===== src/rtl/s2_sched_pkg.sv =====
`default_nettype none
// ============================================================================
// s2_sched_pkg : shared types and helpers for the S2 round-robin scheduler
// Rev 1.0
// ============================================================================
package s2_sched_pkg;

  localparam int NUM_REQ = 4;

  typedef enum logic [0:0] {
    IDLE = 1'b0,
    BUSY = 1'b1
  } state_t;

  typedef struct packed {
    logic a1;
    logic b1;
    logic a0;
    logic b0;
  } sel_pins_t;

  // The external S2 cell takes each select bit on a paired A/B input.
  function automatic sel_pins_t sel_to_pins(input logic [1:0] sel);
    sel_pins_t p;
    p.a1 = sel[1];
    p.b1 = sel[1];
    p.a0 = sel[0];
    p.b0 = sel[0];
    return p;
  endfunction

endpackage
`default_nettype wire


===== src/rtl/rr_pick4.sv =====
`default_nettype none
// ============================================================================
// rr_pick4 : combinational 4-way round-robin picker starting at ptr
// Rev 1.0
// ============================================================================
module rr_pick4
  import s2_sched_pkg::*;
(
  input  logic [NUM_REQ-1:0] req,
  input  logic [1:0]         ptr,
  output logic               any,
  output logic [1:0]         idx
);

  logic [1:0] cand;

  // Walk from the farthest offset down so the nearest-to-ptr hit wins.
  always_comb begin
    any  = 1'b0;
    idx  = ptr;
    cand = ptr;
    for (int k = NUM_REQ - 1; k >= 0; k--) begin
      cand = ptr + 2'(k);
      if (req[cand]) begin
        any = 1'b1;
        idx = cand;
      end
    end
  end

endmodule
`default_nettype wire


===== src/rtl/s2_rr_scheduler.sv =====
`default_nettype none
// ============================================================================
// s2_rr_scheduler : burst round-robin over four requesters, registered 4:1 select
// Rev 1.0
// ============================================================================
module s2_rr_scheduler
  import s2_sched_pkg::*;
#(
  parameter int N         = 8,
  parameter int MAX_BURST = 4
) (
  input  logic               clk,
  input  logic               clr,
  input  logic [NUM_REQ-1:0] req,
  input  logic [N-1:0]       d0,
  input  logic [N-1:0]       d1,
  input  logic [N-1:0]       d2,
  input  logic [N-1:0]       d3,
  output logic [NUM_REQ-1:0] gnt,
  output logic [N-1:0]       out,
  output logic               out_vld,
  output logic [1:0]         out_src,
  output logic               a1,
  output logic               b1,
  output logic               a0,
  output logic               b0
);

  localparam int            CW        = $clog2(MAX_BURST + 1);
  localparam logic [CW-1:0] LAST_BEAT = CW'(MAX_BURST - 1);

  state_t             state_q, state_d;
  logic [NUM_REQ-1:0] gnt_q, gnt_d;
  logic [1:0]         idx_q, idx_d;
  logic [1:0]         ptr_q, ptr_d;
  logic [CW-1:0]      cnt_q, cnt_d;
  logic [N-1:0]       out_q, out_d;
  logic               vld_q, vld_d;
  logic [1:0]         src_q, src_d;
  sel_pins_t          pins_q, pins_d;

  logic               pick_any;
  logic [1:0]         pick_idx;
  logic [1:0]         arb_ptr;
  logic [N-1:0]       d_sel;
  logic               burst_end;

  // While busy, arbitration only matters at burst end, where the search starts after the owner.
  assign arb_ptr = (state_q == BUSY) ? idx_q + 2'd1 : ptr_q;

  rr_pick4 u_pick (
    .req (req),
    .ptr (arb_ptr),
    .any (pick_any),
    .idx (pick_idx)
  );

  always_comb begin
    case (idx_q)
      2'd0:    d_sel = d0;
      2'd1:    d_sel = d1;
      2'd2:    d_sel = d2;
      default: d_sel = d3;
    endcase
  end

  always_comb begin
    state_d   = state_q;
    gnt_d     = gnt_q;
    idx_d     = idx_q;
    ptr_d     = ptr_q;
    cnt_d     = cnt_q;
    out_d     = out_q;
    src_d     = src_q;
    vld_d     = 1'b0;
    pins_d    = pins_q;
    burst_end = 1'b0;

    case (state_q)
      IDLE: begin
        if (pick_any) begin
          state_d = BUSY;
          gnt_d   = 4'b0001 << pick_idx;
          idx_d   = pick_idx;
          pins_d  = sel_to_pins(pick_idx);
        end
      end
      BUSY: begin
        if (req[idx_q]) begin
          out_d = d_sel;
          src_d = idx_q;
          vld_d = 1'b1;
          if (cnt_q == LAST_BEAT) burst_end = 1'b1;
          else                    cnt_d     = cnt_q + 1'b1;
        end else begin
          burst_end = 1'b1;
        end

        if (burst_end) begin
          ptr_d = idx_q + 2'd1;
          cnt_d = '0;
          if (pick_any) begin
            gnt_d  = 4'b0001 << pick_idx;
            idx_d  = pick_idx;
            pins_d = sel_to_pins(pick_idx);
          end else begin
            state_d = IDLE;
            gnt_d   = '0;
            idx_d   = '0;
            pins_d  = '0;
          end
        end
      end
      default: begin
        state_d = IDLE;
        gnt_d   = '0;
        pins_d  = '0;
      end
    endcase
  end

  always_ff @(posedge clk) begin
    if (clr) begin
      state_q <= IDLE;
      gnt_q   <= '0;
      idx_q   <= '0;
      ptr_q   <= '0;
      cnt_q   <= '0;
      out_q   <= '0;
      vld_q   <= 1'b0;
      src_q   <= '0;
      pins_q  <= '0;
    end else begin
      state_q <= state_d;
      gnt_q   <= gnt_d;
      idx_q   <= idx_d;
      ptr_q   <= ptr_d;
      cnt_q   <= cnt_d;
      out_q   <= out_d;
      vld_q   <= vld_d;
      src_q   <= src_d;
      pins_q  <= pins_d;
    end
  end

  assign gnt     = gnt_q;
  assign out     = out_q;
  assign out_vld = vld_q;
  assign out_src = src_q;
  assign a1      = pins_q.a1;
  assign b1      = pins_q.b1;
  assign a0      = pins_q.a0;
  assign b0      = pins_q.b0;

endmodule
`default_nettype wire


===== config.mk =====
export PLATFORM = sky130hd
export DESIGN_NAME = s2_rr_scheduler
export DESIGN_NICKNAME = d
export VERILOG_FILES = /design/src/rtl/s2_sched_pkg.sv /design/src/rtl/rr_pick4.sv /design/src/rtl/s2_rr_scheduler.sv
export SDC_FILE = /design/constraint.sdc
export NUM_CORES = 1
export LEC_CHECK = 0
export CAP_MARGIN = 15
export CORE_MARGIN = 1
export CORE_UTILIZATION = 35
export DETAILED_ROUTE_END_ITERATION = 16
export GPL_TIMING_DRIVEN = 0
export PLACE_DENSITY = 0.8
export SYNTH_ARGS = -nofsm -noshare
export SYNTH_HDL_FRONTEND = slang
export SYNTH_SLANG_ARGS = --single-unit

===== constraint.sdc =====
create_clock -name clk -period 3.6 [get_ports clk]
set_input_delay 0.54 -clock clk [delete_from_list [all_inputs] [get_ports clk]]
set_output_delay 0.54 -clock clk [all_outputs]
set_load 0.05 [all_outputs]

== Word-level counts from Yosys, hierarchy flattened ==
Index checks and enable logic that the tools add are counted.

* $lt $le $gt $ge: 5
* Bitwise gates (word level): 1
* Equal/unequal tests: 6
* Reductions and logical operators: 7
* Mux-type cells: 42
* Shift operators: 1
* Add/sub/neg operators: 5

{| class="wikitable"
|+ Operators with widths
! kind !! number
|-
| two-way mux 4 bit || 6
|-
| one-hot mux 8 bit (3 select lines) || 1
|-
| two-way mux 2 bit || 8
|-
| one-hot mux 4 bit (2 select lines) || 2
|-
| < comparator 2 x 3 -> 1 bit, second input constant || 5
|-
| two-way mux 1 bit || 15
|-
| binary-select mux 1 bit (select 2 bit) || 5
|-
| two-way mux 3 bit || 3
|-
| AND reduction 2 bit || 3
|-
| adder 2 x 1 -> 2 bit, second input constant || 2
|-
| adder 2 bit, second input constant || 2
|-
| inequality test 2 x 1 -> 1 bit, second input constant || 2
|-
| one-hot mux 2 bit (2 select lines) || 1
|-
| left shift 1 x 2 -> 4 bit, first input constant || 1
|-
| adder 3 x 1 -> 3 bit, second input constant || 1
|-
| == test 3 x 2 -> 1 bit, second input constant || 1
|-
| AND reduction 3 bit || 1
|-
| == test 2 x 1 -> 1 bit, second input constant || 1
|-
| == test 2 bit, second input constant || 1
|-
| logical NOT 2 bit || 1
|-
| inequality test 2 bit, second input constant || 1
|-
| one-hot mux 1 bit (2 select lines) || 1
|-
| nonzero test 2 bit || 1
|-
| OR reduction 2 bit || 1
|-
| NOT 1 bit || 1
|}

* Register bits after elaboration: 27
* Logic and storage cells: 79
* Input port bits: 38

== Depth between registers and ports, before layout ==
Gate-level depths: netlist of the first run.

* Depth in word-level cells: 13
* Depth in mapped cells: 7
* Depth with buffers taken out: 7

== Cells and area by module ==
A second synthesis of the first run with hierarchy kept.

* Cell total of the unflattened synthesis: 155
* Area, all modules: 1345.0 um^2

{| class="wikitable"
|+ Modules (own cells, without submodules)
! module !! sequential area each (um^2) !! instances !! cells each !! area an instance (um^2)
|-
| s2_rr_scheduler || 460.4 || 1 || 139 || 1244.9
|-
| rr_pick4 || 0.0 || 1 || 16 || 100.1
|}

== Worst setup path after synthesis of the first run ==
OpenSTA, ideal clock, no wires.

* Path kind: register to register
* Start point: register idx_q[0]
* End point: register gnt_q[0] (netlist: gnt[0])
* Data arrival time: 2.144 ns
* Slack: 1.339 ns
* Stages on the path, launching flop included: 8
* Period minus slack after synthesis: 2.261 ns
* Buffers on the path: 0
* Required time: 3.483 ns
* Cell sequence: dfxtp_1 > inv_1 > ha_1 > mux2i_2 > nor3_1 > o32ai_2 > nor2_1 > a22o_1

* Word-level cells in the longest chain between the ends: 13

{| class="wikitable"
|+ RTL lines
! item !! line !! text
|-
| from (decl) || s2_rr_scheduler.sv:34 || <nowiki>logic [1:0] idx_q, idx_d;</nowiki>
|-
| from (signal assigned) || s2_rr_scheduler.sv:136 || <nowiki>idx_q <= idx_d;</nowiki>
|-
| adder 2 x 1 -> 2 bit || s2_rr_scheduler.sv:49 || <nowiki>assign arb_ptr = (state_q == BUSY) ? idx_q + 2'd1 : ptr_q;</nowiki>
|-
| two-way mux 2 bit || s2_rr_scheduler.sv:49 ||
|-
| adder 2 bit || rr_pick4.sv:23 || <nowiki>cand = ptr + 2'(k);</nowiki>
|-
| binary-select mux 1 bit (select 2 bit) || rr_pick4.sv:24 || <nowiki>if (req[cand]) begin</nowiki>
|-
| two-way mux 1 bit (implied by the code) || rr_pick4.sv:24 ||
|-
| two-way mux 2 bit (4 in a row) || rr_pick4.sv:24 ||
|-
| left shift 1 x 2 -> 4 bit || s2_rr_scheduler.sv:83, s2_rr_scheduler.sv:103 ||
|-
| two-way mux 4 bit || s2_rr_scheduler.sv:102 || <nowiki>if (pick_any) begin</nowiki>
|-
| two-way mux 4 bit || s2_rr_scheduler.sv:99 || <nowiki>if (burst_end) begin</nowiki>
|-
| one-hot mux 4 bit (2 select lines) || s2_rr_scheduler.sv:79 || <nowiki>case (state_q)</nowiki>
|-
| to (signal assigned) || s2_rr_scheduler.sv:135 || <nowiki>gnt_q <= gnt_d;</nowiki>
|-
| to (decl) || s2_rr_scheduler.sv:33 || <nowiki>logic [NUM_REQ-1:0] gnt_q, gnt_d;</nowiki>
|}

Several ways; a longest one is shown, not always the timed one. The select of a mux whose other input is x is not followed.
A chain may end at the register's enable or synchronous reset.

==> results of run 1 <==
[cell type report]
class | count | area [µm²]
inverters | 5 | 18.8
flip-flops and latches | 23 | 460
repair buffers | 55 | 551
well taps | 46 | 57.6
plain buffers | 10 | 52.6
clock buffers | 4 | 26.3
multi-input cells | 105 | 711
fillers | 340 | 1490
[cells by family (layout without fill, tap and decap cells)]
family,after synthesis,after routing,share of synthesized area
and+or+nand+nor,52,52,0.190
AOI/OAI and AO/OA,34,34,0.202
DFF,23,23,0.371
buffers and inverters,15,74,0.0574
muxes,13,13,0.119
adders and majority gates,6,6,0.0604
[cells in the final DEF (no fill, tap or decap), drive strengths merged, types with 2 or more instances in the layout]
cell type      count
clkdlybuf4s50     55
dfxtp             23
nand2             22
nor2              16
mux2i             11
o21ai             11
a222oi             8
clkbuf             8
ha                 6
buf                6
inv                5
a21oi              5
nand2b             4
and2               2
nand3              2
nor2b              2
[worst register-to-register path, cell delays in order, from the launching register on]
cell	delay, ns
dfxtp_1	0.57
inv_1	0.11
ha_1	0.32
mux2i_2	0.31
nand2_1	0.10
o311ai_1	0.08
o211ai_1	0.26
a32o_1	0.32
[state kept, by name (all words and copies together) (netlist names)]
signal and cells:
gnt 4, out 8, cnt_q 3, out_src 2
ptr_q 2, state_q 1, idx_q 2, out_vld 1
[power by group through the flow]
stage	Clock, µW	Sequential, µW	Combinational, µW
floorplan	0	379	156
global placement	0	308	350
detailed placement	0	309	350
CTS	121	303	352
global route	132	307	377
finish	117	303	351
[per-stage QoR]
stage	area (µm²)	util	hold WS, ns	instances	total power (µW)
global route	1880	0.558	0.481	248	816
floorplan	1240	-	0.460	143	536
detailed placement	1850	0.550	0.441	244	659
finish	1880	0.558	0.464	248	771
CTS	1880	0.558	0.463	248	776
global placement	1850	0.550	0.440	244	658
[routing by layer]
metal / routed length (µm) / part of all wire
met4: 14 / 0.0046
met1: 1460 / 0.47
met3: 102 / 0.033
met2: 1500 / 0.49
met5: 0 / 0
[how the worst min path moves through the flow]
| stage | startpoint | end | depth (start not counted) |
|---|---|---|---|
| final | out_src[0] | out_src[0] | 2 |
| after global routing | gnt[3] | gnt[3] | 2 |
| after CTS | out_src[0] | out_src[0] | 2 |
| after detailed placement | gnt[1] | gnt[1] | 2 |
| after global placement | gnt[3] | gnt[3] | 2 |
| after floorplan | cnt_q[2] | cnt_q[2] | 2 |
==> results by group, run 1 <==
Run status
  – Outcome: finished clean

Logic synthesis
  – Syn_area_per_cell: slightly below 9 µm²
  – Cell accounting for the most synthesized area: dfxtp_1
  – Main synth FF type: dfxtp_1
  – Synth Cell Area: 0.00124 mm²
  – Yosys top cell area share: 0.371
  – Mapped Nets: about 190
  – Mapped Cells: between 100 and 150
  – Seq/Total Area, Yosys: 0.371
  – Top post-synthesis cells by count: dfxtp_1, nand2_1, nor2_1
  – Synth top area cells: dfxtp_1, mux2i_1, a222oi_1
  – Synth Register Bits: 23
  – Warnings, synthesis: 0
  – Most numerous cell in the Yosys netlist: dfxtp_1
  – Post-synth EDFFs: 0
  – Post-synth cell types: 38
  – Async SR Flop Fraction: 0

Global route
  – Pin count of the biggest net entering global routing: 13
  – Remaining global-route overflow: 0
  – Initial antenna violation count: 0
  – GR Util met1: 0.232
  – First-pass GRT wire length: 4510 µm
  – Number of global-route vias before repair: between 1000 and 1500
  – GR met3 Demand/Resource: 0.00840
  – Gr usage total: 0.159
  – Most Used Layer, Global Route: met2
  – Grt met2 use: 0.249

Route
  – First DRT Iteration DRCs: between 50 and 60
  – Vias per cell: 4.92
  – Wire length per cell: 12.4 µm
  – DRC: 0
  – Vias: about 1200
  – ANT nets after route: 0
  – Pre-antenna DRT Iters: 5
  – Final WL: just over 3000 µm

Setup path
  – Crit path to: b0
  – Launching point of the worst reg2reg path: idx_q[0]
  – Worst R2R Setup Slack: about 1.4 ns
  – Setup crit start: idx_q[0]
  – Startpoint types: flip-flop
  – CP Cell Sequence: buf_4, clkdlybuf4s50_1
  – Element type at the critical path end: primary output
  – Slowest stage delay, CP: between 0.7 and 0.8 ns
  – CP top delay family: buffers and inverters
  – CP required: about 3 ns
  – Reg2reg path depth: 7
  – Critical path class: reg -> out
  – Slowest-stage cell, CP: clkdlybuf4s50_1
  – Crit-path max FO: 10
  – CP Depth: 2
  – Worst path arrival time: 1.84 ns
  – WP buf/inv: 2
  – RR Endpoint: gnt[2]

Power
  – Leak Pwr: 0.000734 µW
  – Power Dens Cells: 411 mW/mm²
  – Part of the power in registers: 0.392
  – Peak supply drop: approximately 0.26 mV
  – Switching portion of total power: 0.384
  – Sw Pwr: around 300 µW
  – P_int: about 470 µW
  – Clock Power Share: 0.152
  – Combinational fraction of design power: 0.455

Clock network
  – TritonCTS clock tree: done
  – Clock slew at reported path FFs: between 0.1 and 0.15 ns
  – Root buf cell: clkbuf_4
  – H-tree depth: 1
  – Cts repair resizes: 0
  – Worst-Skew Late Latency: slightly above 0.3 ns
  – Hold Buf Count CTS: 0
  – Post-CTS Setup Bufs: 0
  – Clock Sink Count: 23
  – Max clock buf depth: 2
  – Num CTS Buffers: 3

STA
  – Setup repair after global routing missed its margin: no
  – Final worst path period share: 0.662
  – Relative slew margins: 0.648
  – Worst setup margin: ~1.2 ns
  – Layout Skew: around 0.011 ns
  – Setup tns final: 0 ns
  – FMAX: 420 MHz
  – Post-layout min period: around 2.4 ns
  – Slew Viols, Final: 0
  – Slew at the pin with the worst max-slew slack: ~0.53 ns
  – Final hold violations: 0
  – Final setup fails: 0

Cells and area
  – Final nets: 247
  – Area Growth Syn to Fin: 51.1%
  – Ant diodes: 0
  – Share of cells above drive strength 1: 0.0693

Placement
  – Gpl congestion: ~0.73
  – Port bufs: 55
  – Hpwl dp: around 2400 µm
  – Dpl ws: about 1.3 ns

Die
  – Full die area: ~0.0038 mm²
  – Core footprint: 0.00336 mm²
  – Die width: a little over 60 µm
  – I/O pin count: 57
  – Die height: approximately 62 µm
  – Initial core utilization: 0.369
  – FP Rows: 21

Hold path
  – HP Class: reg -> reg

Flow run
  – MaxCap Viol Count: 0
No activity file was read; power rests on OpenSTA's default activity.
==> run 2: changes to the inputs <==
--- a/config.mk
+++ b/config.mk
@@ -10,7 +10,7 @@
 export CORE_UTILIZATION = 35
 export DETAILED_ROUTE_END_ITERATION = 16
 export GPL_TIMING_DRIVEN = 0
-export PLACE_DENSITY = 0.8
+export PLACE_DENSITY = 0.82
 export SYNTH_ARGS = -nofsm -noshare
 export SYNTH_HDL_FRONTEND = slang
 export SYNTH_SLANG_ARGS = --single-unit
==> constraint.sdc (replaced) <==
create_clock -name clk -period 2 [get_ports clk]
set_input_delay 0.3 -clock clk [delete_from_list [all_inputs] [get_ports clk]]
set_output_delay 0.3 -clock clk [all_outputs]
set_load 0.05 [all_outputs]
==> run 2 against run 1 <==
Sequential power rose by 80%. Combinational power rose by 86%. Largest cell class unchanged. Routed wire length fell by 0.13%. Via count fell by 1.1%. Sequential cell count did not move. Cell count rose by 0.81%.
==> results by group, run 2 (same netlist as run 1, synthesis figures left out) <==
Die
  – Initial core utilization: 0.369
  – FP Rows: 21
  – Die width: ~60 µm
  – Die height: a little over 60 µm
  – I/O pin count: 57
  – Core footprint: between 0.003 and 0.004 mm²
  – Full die area: around 0.0038 mm²

Cells and area
  – Area Growth Syn to Fin: 53.8%
  – Ant diodes: 0
  – Post-route insts no fill: 250
  – Final nets: 249
  – Largest register FFs: 8
  – Commonest non-fill, non-tap cells in the layout: clkdlybuf4s50_1, nand2_1, dfxtp_1
  – Share of cells above drive strength 1: 0.0882
  – Commonest non-fill, non-tap cell in the layout: clkdlybuf4s50_1

Placement
  – Port bufs: 55
  – Hpwl dp: about 2400 µm
  – Gpl congestion: ~0.74
  – Placed cells: 244

Setup path
  – Critical path class: reg -> out
  – Crit-path max FO: 8
  – CP required: around 1.7 ns
  – WP buf/inv: 2
  – CP Cell Sequence: buf_4, clkdlybuf4s50_1
  – Worst path arrival time: around 1.6 ns
  – Element type at the critical path end: primary output
  – Slowest-stage cell, CP: clkdlybuf4s50_1
  – Slowest stage delay, CP: 0.78 ns
  – CP top delay family: buffers and inverters
  – Startpoint types: flip-flop

Global route
  – Grt met2 use: 0.255
  – Gr usage total: 0.164
  – Most Used Layer, Global Route: met2
  – Pin count of the biggest net entering global routing: 13
  – Number of global-route vias before repair: 1056
  – GR met3 Demand/Resource: 0.0231
  – GR Util met1: 0.230
  – Initial antenna violation count: 0
  – First-pass GRT wire length: 4660 µm
  – Remaining global-route overflow: 0

Power
  – Peak supply drop: 0.357 mV
  – Total power: between 1000 and 1500 µW
  – Leak Pwr: 0.000760 µW
  – Power Dens Cells: between 700 and 800 mW/mm²

Clock network
  – Num CTS Buffers: 3
  – H-tree depth: 1
  – Root buf cell: clkbuf_4
  – Clock slew at reported path FFs: 0.11 ns
  – Worst-Skew Late Latency: 0.31 ns
  – Max clock buf depth: 2
  – TritonCTS clock tree: done
  – Clock Sink Count: 23

STA
  – Final setup fails: 0
  – Post-layout min period: 1.91 ns
  – Final hold violations: 0
  – Setup tns final: 0 ns
  – Slew Viols, Final: 0
  – Final worst path period share: 0.956
  – Relative slew margins: 0.653
  – Layout Skew: 0.00378 ns
  – Slew at the pin with the worst max-slew slack: 0.519 ns
  – FMAX: roughly 520 MHz

Route
  – DRC: 0
  – Final WL: between 3000 and 4000 µm
  – First DRT Iteration DRCs: ~110
  – Vias per cell: a little under 5
  – Pre-antenna DRT Iters: 4
  – ANT nets after route: 0
  – Vias: 1207
  – Wire length per cell: roughly 12 µm

Hold path
  – HP Class: in -> reg

Run status
  – Outcome: finished clean

Flow run
  – MaxCap Viol Count: 0
-- run 2: final cells by class --
type	count	area, µm²
plain buffers	10	52.6
flip-flops and latches	23	468
clock buffers	4	26.3
fillers	323	1450
inverters	5	18.8
well taps	46	57.6
repair buffers	57	568
multi-input cells	105	719
-- run 2: repair_timing --
item,4_1_cts,5_1_grt
pin swaps,0,3
setup buffers,0,2
hold buffers,0,0
setup endpoints to repair,2,3
gates resized for setup,1,1
-- run 2: metrics by stage --
step | util | setup slack, ns | hold slack [ns] | area [µm²]
3_5_place_dp | 0.552 | -0.0668 | 0.446 | 1860
6_report | 0.568 | 0.0871 | 0.355 | 1910
5_1_grt | 0.568 | -0.0107 | 0.379 | 1910
3_3_place_gp | 0.552 | -0.0689 | 0.441 | 1860
2_1_floorplan | - | 0.0987 | 0.460 | 1250
4_1_cts | 0.563 | 0.0337 | 0.355 | 1890
-- run 2: path summary, 6_finish.rpt --
path / startpoint / slack [ns] / to / cells past startpoint
setup reg to reg: idx_q[0] / 0.11 / gnt[2] / 7
hold / removal: clr / 0.36 / out[6] / 2
setup / recovery: idx_q[1] / 0.09 / b1 / 2
hold reg to reg: gnt[3] / 0.46 / gnt[3] / 2
-- run 2: power by group --
group          internal [µW]  leakage [µW]  total [µW]  switching [µW]
logic                    286      0.000556         652             366
registers                508      0.000189         546            38.3
clock network           78.0     0.0000150         206             128
total                    872      0.000760        1400             533
-- run 2: layer usage --
layer | vias to the layer above | wire length (µm) | share of wire
li1 | 639 | - | -
met1 | 540 | 1440 | 0.47
met5 | - | 0 | 0
met4 | 0 | 27 | 0.0088
met2 | 25 | 1470 | 0.48
met3 | 3 | 137 | 0.045
==> run 3: changes to the inputs <==
--- a/config.mk
+++ b/config.mk
@@ -10,7 +10,7 @@
 export CORE_UTILIZATION = 35
 export DETAILED_ROUTE_END_ITERATION = 16
 export GPL_TIMING_DRIVEN = 0
-export PLACE_DENSITY = 0.82
+export PLACE_DENSITY = 0.72
 export SYNTH_ARGS = -nofsm -noshare
 export SYNTH_HDL_FRONTEND = slang
 export SYNTH_SLANG_ARGS = --single-unit
==> run 3 against run 2 <==
Critical endpoint unchanged. Sequential power increased by 0.7%. Highest routed layer is now met3. Clock power about the same. Maximum frequency down 0.53%.
==> results by group, run 3 (same netlist as run 1, synthesis figures left out) <==
Power
  – Leak Pwr: 0.000772 µW
  – Peak supply drop: ~0.60 mV
  – Power Dens Cells: 738 mW/mm²

Hold path
  – Worst min-delay path startpoint: clr
  – HP Class: in -> reg

Cells and area
  – Final Cell Area: between 0.0015 and 0.002 mm²
  – Largest register FFs: 8
  – Fillers: around 320
  – Commonest non-fill, non-tap cells in the layout: clkdlybuf4s50_1, nand2_1, dfxtp_1
  – Share of cells above drive strength 1: 0.0971
  – Ant diodes: 0
  – Commonest non-fill, non-tap cell in the layout: clkdlybuf4s50_1
  – Area Growth Syn to Fin: 55.9%
  – Final nets: approximately 250

Setup path
  – Slowest-stage cell, CP: clkdlybuf4s50_1
  – Launching point of the worst reg2reg path: idx_q[0]
  – Slowest stage delay, CP: between 0.7 and 0.8 ns
  – Critical path class: reg -> out
  – Worst path arrival time: approximately 1.6 ns
  – Element type at the critical path end: primary output
  – CP Cell Sequence: buf_4, clkdlybuf4s50_1
  – CP required: roughly 1.7 ns
  – Setup crit start: idx_q[1]
  – Crit-path max FO: 8
  – Startpoint types: flip-flop

Placement
  – Dpl ws: -0.0854 ns
  – Hpwl dp: about 2700 µm
  – Port bufs: 55
  – Area after DPL: approximately 0.0019 mm²
  – Gpl congestion: just under 0.7

Global route
  – Number of global-route vias before repair: roughly 1200
  – Gr usage total: 0.181
  – Initial antenna violation count: 0
  – Remaining global-route overflow: 0
  – Pin count of the biggest net entering global routing: 13
  – First-pass GRT wire length: 5090 µm

STA
  – Setup tns final: 0 ns
  – Slew Viols, Final: 0
  – Post-layout min period: 1.92 ns
  – Final setup fails: 0
  – FMAX: 520 MHz
  – Layout Skew: 0.00240 ns
  – Relative slew margins: 0.648
  – Final Hold Slack: 0.353 ns
  – Final hold violations: 0
  – Final worst path period share: 0.962
  – Worst setup margin: a little under 0.08 ns
  – Slew at the pin with the worst max-slew slack: approximately 0.53 ns

Clock network
  – Root buf cell: clkbuf_4
  – Worst-Skew Late Latency: 0.30 ns
  – Clock Sink Count: 23
  – Num CTS Buffers: 3
  – TritonCTS clock tree: done
  – H-tree depth: 1
  – Max clock buf depth: 2
  – Clock slew at reported path FFs: 0.11 ns

Die
  – Core footprint: between 0.003 and 0.004 mm²
  – I/O pin count: 57
  – Initial core utilization: 0.369
  – Die height: 61.6 µm
  – Full die area: around 0.0038 mm²
  – Die width: 61.6 µm
  – FP Rows: 21

Route
  – Final WL: 3510 µm
  – Pre-antenna DRT Iters: 5
  – Vias per cell: between 5 and 6
  – First DRT Iteration DRCs: slightly above 80
  – Wire length per cell: 13.9 µm
  – Vias: 1305
  – DRC: 0
  – ANT nets after route: 0

Run status
  – Outcome: finished clean

Flow run
  – MaxCap Viol Count: 0
run 3: cell types whose count changed in the layout (fill, tap and decap cells not counted), sizes merged:
cell	before	now
buf	8	10
run 3: worst max-delay path, delay by kind of cell (launching register included):
kind | cells | cell delay, ns
flops | 1 | 0.42
buf+inv | 2 | 0.89
run 3: through the flow:
stage,power (µW),instances,utilization
after detailed placement,1200,244,0.552
final,1430,252,0.576
after global routing,1510,252,0.576
after floorplan,966,143,-
after global placement,1180,244,0.552
after CTS,1410,248,0.563
run 3: routing by layer:
layer,vias to the layer above,part of all wire,global-route usage
li1,643,-,-
met3,0,0.13,0.0735
met4,0,0,0.0317
met1,595,0.40,0.177
met5,-,0,0
met2,67,0.47,0.356
run 3: cell type report:
type	count	area (µm²)	share of cell area
flip-flops and latches	23	468	0.242
plain buffers	10	52.6	0.0271
well taps	46	57.6	0.0297
inverters	5	18.8	0.00969
repair buffers	59	583	0.301
multi-input cells	105	731	0.377
clock buffers	4	26.3	0.0136
run 3: final timing paths:
check | endpoint | slack [ns] | depth (start not counted)
max | b1 | 0.08 | 2
min reg2reg | gnt[3] | 0.46 | 2
min | out[6] | 0.35 | 2
max reg2reg | gnt[2] | 0.12 | 7
run 3: repair_timing:
action                                  4_1_cts  5_1_grt
endpoints found under the hold margin         0        0
resized for setup                             1        2
buffers inserted                              0        4
endpoints found under the setup margin        3        4
pin swaps                                     0        3
hold buffers                                  0        0
run 3: where the power goes:
part           switching, µW  leakage [µW]  internal [µW]  total (µW)
clock                    129     0.0000150           77.9         206
combinational            376      0.000567            298         674
sequential              41.8      0.000189            508         550
total                    546      0.000772            884        1430
